<file path="src/rtl/ifu.sv">
// Instruction fetch unit: owns the PC, fetches over a req/ack bus and feeds IF/ID.
// Latency: a fetched word reaches inst_o one edge after req && ack (registered outputs).
// Backpressure: hold_en freezes the outputs and parks at most one fetched word in a buffer.
module ifu #(
    parameter logic [31:0] RESET_ADDR = 32'h0000_0000,
    parameter logic [31:0] NOP_INST   = 32'h0000_0013
) (
    input  logic        clk,
    input  logic        rst,
    input  logic        hold_en,
    input  logic        jump_flag_i,
    input  logic [31:0] jump_addr_i,
    output logic        ibus_req_o,
    output logic [31:0] ibus_addr_o,
    input  logic        ibus_ack_i,
    input  logic [31:0] ibus_data_i,
    output logic [31:0] inst_o,
    output logic [31:0] inst_addr_o
);

    typedef enum logic [1:0] {
        ST_IDLE,
        ST_FETCH,
        ST_FULL,
        ST_KILL
    } state_t;

    typedef struct packed {
        logic [31:0] inst;
        logic [31:0] addr;
    } fetch_t;

    state_t      state_q, state_d;
    logic [31:0] pc_q, pc_d;
    logic [31:0] kill_addr_q, kill_addr_d;
    fetch_t      buf_q, buf_d;
    fetch_t      out_q, out_d;

    logic [31:0] jump_pc;
    logic [31:0] pc_inc;

    assign jump_pc = jump_addr_i & ~32'h3;
    assign pc_inc  = pc_q + 32'd4;

    // KILL keeps presenting the abandoned address until its ack retires it.
    assign ibus_req_o  = (state_q == ST_FETCH) || (state_q == ST_KILL);
    assign ibus_addr_o = (state_q == ST_KILL) ? kill_addr_q : pc_q;
    assign inst_o      = out_q.inst;
    assign inst_addr_o = out_q.addr;

    always_comb begin
        state_d     = state_q;
        pc_d        = pc_q;
        kill_addr_d = kill_addr_q;
        buf_d       = buf_q;
        out_d       = out_q;
        if (jump_flag_i) begin
            pc_d       = jump_pc;
            out_d.inst = NOP_INST;
            buf_d      = '0;
            case (state_q)
                ST_FETCH: begin
                    if (ibus_ack_i) begin
                        state_d = ST_FETCH;
                    end else begin
                        state_d     = ST_KILL;
                        kill_addr_d = pc_q;
                    end
                end
                ST_KILL: state_d = ibus_ack_i ? ST_FETCH : ST_KILL;
                default: state_d = ST_FETCH;
            endcase
        end else begin
            case (state_q)
                ST_IDLE: begin
                    if (!hold_en) state_d = ST_FETCH;
                end
                ST_FETCH: begin
                    if (ibus_ack_i) begin
                        pc_d = pc_inc;
                        if (hold_en) begin
                            buf_d.inst = ibus_data_i;
                            buf_d.addr = pc_q;
                            state_d    = ST_FULL;
                        end else begin
                            out_d.inst = ibus_data_i;
                            out_d.addr = pc_q;
                        end
                    end else if (!hold_en) begin
                        out_d.inst = NOP_INST;
                    end
                end
                ST_FULL: begin
                    if (!hold_en) begin
                        out_d   = buf_q;
                        buf_d   = '0;
                        state_d = ST_FETCH;
                    end
                end
                ST_KILL: begin
                    if (ibus_ack_i) state_d = ST_FETCH;
                end
                default: state_d = ST_IDLE;
            endcase
        end
    end

    always_ff @(posedge clk) begin
        if (rst) begin
            state_q     <= ST_IDLE;
            pc_q        <= RESET_ADDR;
            kill_addr_q <= '0;
            buf_q       <= '0;
            out_q.inst  <= NOP_INST;
            out_q.addr  <= '0;
        end else begin
            state_q     <= state_d;
            pc_q        <= pc_d;
            kill_addr_q <= kill_addr_d;
            buf_q       <= buf_d;
            out_q       <= out_d;
        end
    end

endmodule

</file>
<file path="config.mk">
export PLATFORM = sky130hd
export DESIGN_NAME = ifu
export DESIGN_NICKNAME = d
export VERILOG_FILES = /design/src/rtl/ifu.sv
export SDC_FILE = /design/constraint.sdc
export NUM_CORES = 1
export LEC_CHECK = 0
export ABC_AREA = 1
export CORE_MARGIN = 10
export CORE_UTILIZATION = 45
export CTS_CLUSTER_DIAMETER = 100
export DETAILED_ROUTE_END_ITERATION = 10
export PLACE_DENSITY = 0.72
export SYNTH_ARGS = -nofsm -noshare
export SYNTH_HDL_FRONTEND = slang
export SYNTH_SLANG_ARGS = --single-unit
</file>
<file path="constraint.sdc">
create_clock -name clk -period 1.6 [get_ports clk]
set_clock_uncertainty 0.05 [all_clocks]
set_input_delay 0.24 -clock clk [delete_from_list [all_inputs] [get_ports clk]]
set_output_delay 0.24 -clock clk [all_outputs]
set_load 0.005 [all_outputs]
</file>
==> run summary <==
The flow ran to the end, but the final reports show violations. The final reports fail on negative setup slack. During synthesis, Yosys emitted a total of 0 warnings. After detailed routing, the average wire length per cell comes to 19.8 um. Input and output buffers added on the ports amount to 159.

The die covers 24200 um^2. The share of synthesized area spent on multiplexers is 0.409%. Setup repair after global routing could not meet its margin everywhere. The later-pin clock latency in the skew report is 440 ps. At the placement stage, the worst setup path has a slack of -295 ps. The HPWL reported at the end of detailed placement came out at 18700 um. The remaining antenna violation count came out at 0. STA classifies the critical path startpoint as a flop.

The share of the cycle needed by the critical path after routing came out at 115%. The global-route usage over all layers is 22.7%. The number of antenna violations at the first check in global routing came out at 2. The combined flip-flop and latch cell area is 3760 um^2. In the post-route analysis, the smallest setup slack over all paths is -239 ps. The H-tree generated during clock tree synthesis spans 4 levels. The via count of the first global-routing pass is 8676. The worst setup path is of the flop to flop kind. The synthesized design spends more area on one cell type than any other, namely sky130_fd_sc_hd__dfxtp_1. The non-filler instance count after layout came out at 1644.

The instance area after placement is 10700 um^2. In the final routing, the length of wire on met1 measures 12500 um. The synthesized area is 8270 um^2. Summed over all nets, wire length on met2 after detailed routing comes to 16300 um. The instance count after placement with tap cells included came out at 1556. After detailed routing, the met3 layer carries 2730 um of wire. The mean number of vias per cell is 5.77.

The combinational family with the most area after synthesis is compound AO/OA/AOI/OAI gates. The most instantiated library cell after synthesis is sky130_fd_sc_hd__a21oi_1. The count of TritonRoute iterations in the first routing pass is 5. The number of distinct library cells after synthesis came out at 35.

The tree is rooted in a sky130_fd_sc_hd__clkbuf_16. The horizontal extent of the die came out at 156 um. Setup violations remaining at the end of the flow were counted as 171. The routability congestion estimate came out at 0.958.

The leakage power total came out at 5.64 nW. The average cell area after synthesis came out at 7.14 um^2. The final wirelength is 32500 um. The initial detailed-routing violation count is 821. The number of flops mapped to enable cells by yosys came out at 0. The endpoint required time on the critical path is 1900 ps.

The area overhead of the layout relative to synthesis came out at 62.2%. By area the synthesized netlist is led by sky130_fd_sc_hd__dfxtp_1, sky130_fd_sc_hd__a21oi_1, sky130_fd_sc_hd__o21ai_0. In the routed design, unresolved DRC markers number 0. The chip height is 156 um.

The global-route wire length before repair is 45300 um. The site row count came out at 49. The longest clock path from root to sink contains 2 buffers. TritonCTS built the clock tree.

The post-layout net count came out at 1471. The topmost layer with routed signal wires is met4. The number of hold buffers added after CTS came out at 0. The effective utilization at floorplan is 45.9%.

IR analysis of the VDD net gives a maximum drop of 807 uV. The worst pin sits at a relative slew slack of 64.5%. The number of max-capacitance violations reported came out at 0.

After filler insertion, the fill cell instance count of the layout stands at 1258. The count of vias placed by the detailed router came out at 9478. The number of clock sinks seen by CTS came out at 186. The final standard cell utilization of the core is 74.4%. For this run the aggregate overflow at the end of global routing stands at 0. Synthesis handed over a netlist of 1158 instances. The most used flip-flop cell after synthesis is sky130_fd_sc_hd__dfxtp_1. Summing the sequential cell areas from Yosys gives 45.0% of the chip area. The adder and majority cell fraction of the synthesized area came out at 0.151%. Cells with a size suffix above 1 make up 34.5% of the layout. Entering global routing, the biggest net connects 45 pins. The maximum fanout along the worst path came out at 5. The minimum clock period came out at 1840 ps. The number of synthesized register bits is 186.

The final number of max-transition violations is 0. The slew of the pin with the lowest slew margin is 533 ps. The power density of the placed cells is 944 nW/um^2.

With fillers left out, the area of the finished cells amounts to 13400 um^2. Counting instances in the post-synthesis netlist gives the leading cell types as sky130_fd_sc_hd__a21oi_1, sky130_fd_sc_hd__dfxtp_1, sky130_fd_sc_hd__nand2_1, sky130_fd_sc_hd__o21ai_0, sky130_fd_sc_hd__nor2_1. Summed over all failing endpoints, the final setup total negative slack is -16060 ps. The core area is 18000 um^2.

In this run the worst hold path is classified as input pin to flop. Static timing analysis puts the maximum clock frequency at 0.544 GHz. The share of the synthesized area in compound gates (AO/OA/AOI/OAI) is 25.8%. The top cell type by area accounts for 45.0% of the synthesized area. The critical path capture point type is a flop. The critical path data arrival time is 2140 ps.

The share of synthesized registers carrying an async set or reset is 0%. The clock-pin transition on the worst setup and hold timing paths came out at 70 ps. The number of hold-slack violations in the final timing report came out at 0. The share of synthesized cell area in and, or, nand and nor gates is 20.0%. The area of combinational cells with multiple inputs is 5030 um^2. The number of I/O pins is 166. The number of buffers added by the clock tree synthesis step is 17. The synthesized netlist devotes 0.424% of its cell area to XOR and XNOR gates.
==> power breakdown <==
part	internal [mW]	total (mW)	switching (mW)
registers	4.93	5.17	0.243
clock network	2.32	4.24	1.92
logic	1.55	3.24	1.69
==> flip-flops by register name, indices dropped and copies added, names as in the netlist <==
name         flops
inst_addr_o     30
inst_o          32
pc_q            30
state_q          2
buf_q           62
kill_addr_q     30
==> cells by family after synthesis <==
| kind of cell | after synthesis |
|---|---|
| xor+xnor | 4 |
| mux | 3 |
| fa+ha+maj | 1 |
| flops | 186 |
| simple gates | 396 |
| other cells | 1 |
| compound gates | 409 |
| buf+inv | 158 |
==> routing by layer <==
| layer | vias up | track usage (%) |
|---|---|---|
| met4 | 0 | 8.16 |
| met5 | - | 0 |
| met1 | 4530 | 26.9 |
| met3 | 80 | 7.83 |
| met2 | 447 | 37.2 |
| li1 | 4421 | - |
==> worst paths after layout <==
check | from | end | slack (ps) | cells after the start
setup / recovery | state_q[0] | inst_addr_o[16] | -240 | 11
hold / removal | jump_addr_i[4] | pc_q[4] | 350 | 3
setup reg to reg | state_q[0] | inst_addr_o[16] | -240 | 11
hold reg to reg | buf_q[33] | buf_q[33] | 430 | 2
==> critical path, cell delays in order, from the launching register on <==
cell,delay [ps]
sky130_fd_sc_hd__dfxtp_2,350
sky130_fd_sc_hd__buf_6,150
sky130_fd_sc_hd__inv_6,70
sky130_fd_sc_hd__nand2_8,60
sky130_fd_sc_hd__nand2_4,80
sky130_fd_sc_hd__buf_6,100
sky130_fd_sc_hd__nand2_4,70
sky130_fd_sc_hd__nor2_4,220
sky130_fd_sc_hd__buf_6,160
sky130_fd_sc_hd__buf_6,130
sky130_fd_sc_hd__o21ai_0,110
sky130_fd_sc_hd__a31oi_1,200
==> layout make-up <==
cell class / instances / share of cell area, %
Antenna cell: 1 / 0.0187
Clock buffer: 19 / 3.23
Clock inverter: 13 / 1.06
Inverter: 69 / 2.20
Multi-Input combinational cell: 817 / 37.5
Sequential cell: 186 / 28.0
Tap cell: 229 / 2.14
Timing Repair Buffer: 310 / 25.8
==> metrics by stage <==
| stage | power, mW | hold WS (ps) |
|---|---|---|
| 2_1_floorplan | 6.23 | 331 |
| 3_3_place_gp | 7.35 | 397 |
| 3_5_place_dp | 7.38 | 406 |
| 4_1_cts | 11.8 | 337 |
| 5_1_grt | 13.1 | 379 |
| 6_report | 12.7 | 354 |
==> placed cells by master (no fill, tap or decap), types with 20 or more instances in the layout <==
cell                              netlist  routed
sky130_fd_sc_hd__a21oi_1              192     113
sky130_fd_sc_hd__a21oi_2                0      69
sky130_fd_sc_hd__a31oi_1               41      36
sky130_fd_sc_hd__buf_12                 0      21
sky130_fd_sc_hd__buf_2                 33      27
sky130_fd_sc_hd__buf_4                  8      75
sky130_fd_sc_hd__buf_6                  0      32
sky130_fd_sc_hd__clkbuf_16              0      32
sky130_fd_sc_hd__clkdlybuf4s50_1        0      89
sky130_fd_sc_hd__dfxtp_1              186     160
sky130_fd_sc_hd__dfxtp_2                0      24
sky130_fd_sc_hd__dlymetal6s2s_1         0      28
sky130_fd_sc_hd__inv_1                 64      59
sky130_fd_sc_hd__nand2_1              185     175
sky130_fd_sc_hd__nand3_1               75      56
sky130_fd_sc_hd__nor2_1               117      80
sky130_fd_sc_hd__nor2_2                 3      22
sky130_fd_sc_hd__nor2_4                 2      20
sky130_fd_sc_hd__o21ai_0              155      68
sky130_fd_sc_hd__o21ai_1                8      28
sky130_fd_sc_hd__o21ai_2                2      64
==> what timing repair did <==
item / CTS / global route
pin swaps: 13 / 42
resized for setup: 234 / 388
buffers inserted: 11 / 19
cloned: 10 / 17
setup endpoints to repair: 124 / 235
Note: power is estimated with default switching activity, not from simulation.
